$ cat src/rtl/axi_ar_arbiter.sv
// rtl/axi_ar_arbiter.sv - two-master AXI read-address arbiter, one outstanding read (AXI_ARB_RR_EN selects round-robin)
`ifndef AXI_ID_BITS
`define AXI_ID_BITS 4
`endif
`ifndef AXI_IDS_BITS
`define AXI_IDS_BITS 8
`endif
`ifndef AXI_ADDR_BITS
`define AXI_ADDR_BITS 32
`endif

module axi_ar_arbiter (
   input  logic                       clk,
   input  logic                       rst,
   input  logic [`AXI_ID_BITS-1:0]    ARID_M0,
   input  logic [`AXI_ADDR_BITS-1:0]  ARADDR_M0,
   input  logic [3:0]                 ARLEN_M0,
   input  logic [2:0]                 ARSIZE_M0,
   input  logic [1:0]                 ARBURST_M0,
   input  logic                       ARVALID_M0,
   output logic                       ARREADY_M0,
   input  logic [`AXI_ID_BITS-1:0]    ARID_M1,
   input  logic [`AXI_ADDR_BITS-1:0]  ARADDR_M1,
   input  logic [3:0]                 ARLEN_M1,
   input  logic [2:0]                 ARSIZE_M1,
   input  logic [1:0]                 ARBURST_M1,
   input  logic                       ARVALID_M1,
   output logic                       ARREADY_M1,
   output logic [`AXI_IDS_BITS-1:0]   ARID_S,
   output logic [`AXI_ADDR_BITS-1:0]  ARADDR_S,
   output logic [3:0]                 ARLEN_S,
   output logic [2:0]                 ARSIZE_S,
   output logic [1:0]                 ARBURST_S,
   output logic                       ARVALID_S,
   input  logic                       ARREADY_S,
   input  logic [`AXI_IDS_BITS-1:0]   RID_S,
   input  logic                       RVALID_S,
   input  logic                       RREADY_S,
   input  logic                       RLAST_S,
   output logic [1:0]                 gnt_o,
   output logic                       busy_o
);

   typedef enum logic [1:0] {IDLE, ADDR, DATA} state_t;

   state_t     state, state_nxt;
   logic [1:0] gnt_q;
   logic [1:0] pick;
   logic       sel_valid;
   logic       ar_hs;
   logic       r_done;
   logic [3:0] gnt_tag;
   logic       unused_rid;

   // Only the master tag in the upper nibble identifies the returning burst.
   assign unused_rid = ^RID_S[3:0];

`ifdef AXI_ARB_RR_EN
   logic last_m1;

   always_ff @(posedge clk) begin
      if (rst)
         last_m1 <= 1'b1;
      else if (ar_hs)
         last_m1 <= gnt_q[1];
   end
`endif

   always_comb begin
      pick = 2'b00;
      if (ARVALID_M0 && ARVALID_M1) begin
`ifdef AXI_ARB_RR_EN
         pick = last_m1 ? 2'b01 : 2'b10;
`else
         pick = 2'b01;
`endif
      end else if (ARVALID_M0) begin
         pick = 2'b01;
      end else if (ARVALID_M1) begin
         pick = 2'b10;
      end
   end

   assign sel_valid = (gnt_q[0] & ARVALID_M0) | (gnt_q[1] & ARVALID_M1);
   assign ar_hs     = (state == ADDR) && sel_valid && ARREADY_S;
   assign gnt_tag   = gnt_q[1] ? 4'h1 : 4'h0;
   assign r_done    = RVALID_S && RREADY_S && RLAST_S &&
                      (RID_S[`AXI_IDS_BITS-1:`AXI_IDS_BITS-4] == gnt_tag);

   // State and grant register; grant lives exactly as long as the transaction.
   always_ff @(posedge clk) begin
      if (rst) begin
         state <= IDLE;
         gnt_q <= 2'b00;
      end else begin
         state <= state_nxt;
         if (state == IDLE && state_nxt == ADDR)
            gnt_q <= pick;
         else if (state_nxt == IDLE)
            gnt_q <= 2'b00;
      end
   end

   always_comb begin
      state_nxt = state;
      case (state)
         IDLE: if (pick != 2'b00) state_nxt = ADDR;
         ADDR: begin
            if (ar_hs)
               state_nxt = DATA;
            else if (!sel_valid)
               state_nxt = IDLE;
         end
         DATA: if (r_done) state_nxt = IDLE;
         default: state_nxt = IDLE;
      endcase
   end

   always_comb begin
      gnt_o      = gnt_q;
      busy_o     = (state != IDLE);
      ARVALID_S  = (state == ADDR) && sel_valid;
      ARREADY_M0 = (state == ADDR) && gnt_q[0] && ARREADY_S;
      ARREADY_M1 = (state == ADDR) && gnt_q[1] && ARREADY_S;
      ARID_S     = '0;
      ARADDR_S   = '0;
      ARLEN_S    = '0;
      ARSIZE_S   = '0;
      ARBURST_S  = '0;
      if (gnt_q[0]) begin
         ARID_S    = {4'h0, ARID_M0};
         ARADDR_S  = ARADDR_M0;
         ARLEN_S   = ARLEN_M0;
         ARSIZE_S  = ARSIZE_M0;
         ARBURST_S = ARBURST_M0;
      end else if (gnt_q[1]) begin
         ARID_S    = {4'h1, ARID_M1};
         ARADDR_S  = ARADDR_M1;
         ARLEN_S   = ARLEN_M1;
         ARSIZE_S  = ARSIZE_M1;
         ARBURST_S = ARBURST_M1;
      end
   end

endmodule

$ cat config.mk
export PLATFORM = sky130hd
export DESIGN_NAME = axi_ar_arbiter
export DESIGN_NICKNAME = d
export VERILOG_FILES = /design/src/rtl/axi_ar_arbiter.sv
export SDC_FILE = /design/constraint.sdc
export NUM_CORES = 1
export LEC_CHECK = 0
export ABC_CLOCK_PERIOD_IN_PS = 1400
export CAP_MARGIN = 0
export CORE_ASPECT_RATIO = 2
export CORE_MARGIN = 4
export CORE_UTILIZATION = 16
export CTS_BUF_LIST = sky130_fd_sc_hd__clkbuf_16
export DETAILED_ROUTE_END_ITERATION = 8
export PLACE_DENSITY = 0.79
export SETUP_SLACK_MARGIN = 0.1
export SLEW_MARGIN = 20
export SYNTH_ARGS = -nofsm -noshare
export SYNTH_HDL_FRONTEND = slang
export SYNTH_SLANG_ARGS = --single-unit
export TNS_END_PERCENT = 20
$ cat constraint.sdc
create_clock -name clk -period 1.4 [get_ports clk]
set_clock_uncertainty 0.2 [all_clocks]
set_input_delay 0.28 -clock clk [delete_from_list [all_inputs] [get_ports clk]]
set_output_delay 0.28 -clock clk [all_outputs]
set_load 0.02 [all_outputs]
Word-level counts from Yosys, hierarchy flattened
Index checks and enable logic that the tools add are counted.

Bits in registers: 4. Output and inout bits: 55.

Equal/unequal tests: 4. Muxes and demuxes: 21. Bitwise operators: 3. Reduce and logical (&&, ||, !) cells: 16.

Operators by type and width (count): 32-bit 2-to-1 mux (2); 2-bit 2-to-1 mux (11); 1-bit logical AND (11); 5-bit 2-to-1 mux (2); 4-bit 2-to-1 mux (2); 3-bit 2-to-1 mux (2); 2-bit one-hot mux with 3 select lines (1); 2-bit nonzero test (3); 2-bit by 1-bit equality test with 1-bit output, second input constant (2); 4-bit by 1-bit equality test with 1-bit output (1); 2-bit zero test (2); 1-bit bitwise AND (2); 2-bit equality test, second input constant (1); 1-bit 2-to-1 mux (1); 1-bit OR (1).

Logic depth before layout (Yosys ltp)
Gate-level depths: netlist (run 1).

Depth after elaboration: 9. Mapped depth: 5.

Worst setup path after synthesis (run 1)
OpenSTA, ideal clock, no wires.

Kind: register to output. From: register gnt_q[1] (netlist: gnt_o[1]). To: output port ARADDR_S[26]. Arrival time: 1331 ps. Required time: 920 ps. Setup slack: -411 ps. Stages on the path, launching flop included: 5. Path buffers: 2. Cells stage by stage: dfxtp_1 nor2b_1 buf_2 buf_2 a22o_1.

Cells in the longest elaborated chain, start to end: 2.

RTL lines: start: declaration (line 47) `logic [1:0] gnt_q;`; start signal: assignment (line 98) `gnt_q <= pick;`; 32-bit 2-to-1 mux (line 136) `end else if (gnt_q[1]) begin`; 32-bit 2-to-1 mux (line 130) `if (gnt_q[0]) begin`; end: declaration (line 30) `` output logic [`AXI_ADDR_BITS-1:0] ARADDR_S, ``.

Every way passes these cells.

Worst setup path in the final report (run 1)
From: register gnt_q[1] (netlist: gnt_o[1]). To: output port ARADDR_S[14].

Same word-level chain as after synthesis.

==> flow_metrics.tcl, run 1 <==
set metrics [dict create \
    status "finished, violations left" \
    violations "setup timing" \
    nets 360 \
    synth_top_family_by_area "compound AO/OA/AOI/OAI gates" \
    routed_wl_mm 5.28 \
    ios 161 \
    reg2regPathDepth 5 \
    portBuffers 153 \
    clk_latency_ns 0.23 \
    fp-row-count 33 \
    crit_path_end_kind "output pin" \
    cp.arrival_ns 1.31 \
    path_max_fanout 6 \
    ys_warn_count 0 \
    clock_path_buffers 2 \
    synth_top_area_frac 0.564 \
    slew_viol_final 0 \
    rsz0062_at_grt "true" \
    grt_pass1_wl_mm 7.49 \
    cts_sinks 4 \
    cts_root_buf "clkbuf_16" \
    drv_cap 0 \
    coreArea_mm2 0.00417 \
    drtAntennaViolNets 0 \
    synth_edf_count 0 \
    post-place-cells 297 \
    diodes 0 \
    max_freq_mhz 558 \
    layoutNonFillerInstCount 305 \
    timing_hold_violations_final 0 \
    ys.flop_type "dfxtp_1" \
    crit_required_ns 0.92 \
    async_reset_ff_frac 0 \
    design_area_mm2 0.00294 \
    hpwlAfterDp_mm 4.52 \
    grt_start_max_net_pins 14 \
    cp-endpoint "ARADDR_S[14]" \
    path_common_cell "buf_6" \
    yosys.area_share.simple 0.0984 \
    drt_iter0_drc 4 \
    synthMuxAreaShare 0 \
    start_util 0.168 \
    synth_cells 85 \
    setup.worst_path.class "reg2out" \
    r2r-end "gnt_o[1]$_SDFFE_PP0P_" \
    layout-drive-gt1-share 0.514 \
    start_kind "flop" \
    hold_path.class "in2reg" \
    syn_to_final_growth_pct 321 \
    netlist_area_um2 699 \
    cp_slowest_stage_delay_ns 0.33 \
    crit_buf_inv 3 \
    power.leakage_uw 0.00139 \
    path_cells "nor2b_4 -> buf_6 -> clkbuf_16 -> a22o_4 -> buf_6" \
    grt_use_total 0.181 \
    clkSlewWorstSetupHoldPaths_ns 0.03 \
    synth.top_cells.by_count "a22o_1, buf_2, clkbuf_1, dfxtp_1" \
    whs_ns 0.329 \
    synthTopCellsByArea "a22o_1, dfxtp_1, buf_2" \
    fin_crit_ns 1.79 \
    wl_per_cell_um 17.3 \
    num_vias 1488 \
    p_per_area_mw_per_mm2 526 \
    setup_ws_ns -0.391 \
    seq_area_frac_synth 0.114 \
    synthXorXnorAreaFrac 0.0125 \
    yosys.area.top_type "a22o_1" \
    cts_tree "yes" \
    post_drt_via_cell_ratio 4.88 \
    setup_viol 54 \
    grt_pass1_vias 1652 \
    ys_seq_elements 4 \
    cp_slowest_cell "dfxtp_4" \
    dieHeight_um 102 \
    fp.dieArea_mm2 0.00556 \
    antenna_found_initial 0 \
    htreeDepth 1 \
    synth_cell_types 22 \
    r2r_slack_ns -0.30 \
    synth_most_common_cell "a22o_1" \
    cp.depth 5 \
    cts_buffers 3 \
    min_period_over_period 1.28 \
    synthAdderAreaFrac 0 \
    die_w_um 54.8 \
    synth_area_per_cell_um2 8.23 \
    dr.pass1.iters 2 \
    placed_area_mm2 0.00281 \
    cp-startpoint "gnt_o[1]$_SDFFE_PP0P_" \
    grt-ovfl-total 0 \
    globalplace.congestion 0.717 \
    dp_worst_setup_slack_ns -0.734 \
    cpLargestDelayFamily "buffers and inverters" \
    synth_compound_area_frac 0.662 \
    ir_drop_mv 0.534 \
    drcViolationCount 0 \
    r2r_start "gnt_o[1]$_SDFFE_PP0P_" \
]
[cell type report]
class / count / area, um2
fill: 330 / 1230
inverter: 2 / 7.51
sequential: 4 / 90.1
tap: 52 / 65.1
multi-input combinational: 68 / 920
clock inverter: 1 / 3.75
timing repair buffer: 175 / 1780
clock buffer: 3 / 75.1
[what timing repair did]
action / in CTS / in global routing
resized for setup: 250 / 48
gates cloned: 1 / 1
hold buffers: 0 / 0
pin swaps: 0 / 1
endpoints found under the setup margin: 56 / 56
setup buffers: 1 / 2
[worst min-delay path by stage]
stage | start | end | cells after the start
after global routing | state[0]$_SDFF_PP0_ | state[1]$_SDFF_PP0_ | 2
final | ARVALID_M0 | gnt_o[0]$_SDFFE_PP0P_ | 3
after floorplan | rst | state[1]$_SDFF_PP0_ | 1
after detailed placement | state[0]$_SDFF_PP0_ | state[1]$_SDFF_PP0_ | 2
after global placement | state[0]$_SDFF_PP0_ | state[1]$_SDFF_PP0_ | 2
after CTS | ARVALID_M0 | gnt_o[0]$_SDFFE_PP0P_ | 3
[state kept, by name (all words and copies together), names as in the netlist]
signal  flops
gnt_o       2
state       2
[worst register-to-register path, delay by kind of cell, from the launching register on]
kind / cells / cell delay (ns)
compound gates: 3 / 0.74
flops: 1 / 0.33
xor+xnor: 1 / 0.16
buf+inv: 1 / 0.15
[routing by layer]
| metal | GRT usage | wire [um] |
|---|---|---|
| met1 | 0.161 | 1540 |
| met2 | 0.337 | 2730 |
| met5 | 0 | 0 |
| met3 | 0.0810 | 872 |
| met4 | 0.0633 | 129 |
[report_power, final]
part / leakage, uW / switching [uW] / internal (uW)
Clock: 0.0000423 / 85.4 / 369
Sequential: 0.0000350 / 5.65 / 120
Combinational: 0.00131 / 363 / 605
Total: 0.00139 / 454 / 1090
[logic make-up after synthesis]
kind of cell / count (synthesis)
AO/OA/AOI/OAI: 52
XOR/XNOR: 1
buffers and inverters: 15
flip-flops: 4
other: 1
AND/OR/NAND/NOR: 12
[metrics by stage]
step	total power, uW	setup TNS [ns]	utilization
final	1550	-16.59	0.705
after global placement	1070	-30.32	0.673
after floorplan	520	-4.99	-
after CTS	1520	-19.36	0.686
after global routing	1620	-18.78	0.705
after detailed placement	1080	-30.63	0.673
[placed cells by master (no fill, tap or decap)]
cell type,n
clkdlybuf4s50_1,99
a22o_4,39
buf_6,37
buf_4,16
buf_2,12
a22o_1,6
buf_12,6
clkbuf_16,4
inv_1,3
conb_1,3
nor2b_4,2
and3_4,2
nor2_1,2
a32o_2,2
dfxtp_4,2
dlygate4sd2_1,2
buf_8,2
dfxtp_2,2
a22o_2,1
nand2_2,1
xor2_1,1
nand4b_1,1
o41ai_2,1
o21ai_1,1
or2_2,1
o22ai_1,1
and2_1,1
nand2_1,1
a221oi_1,1
nor2b_1,1
Power figures use the tool's default switching activity.
==> run 2: changes to the inputs <==
- CAP_MARGIN: 0 -> 20
==> results of run 2 <==
The final DEF is identical to that of run 1; final timing and power are the same.
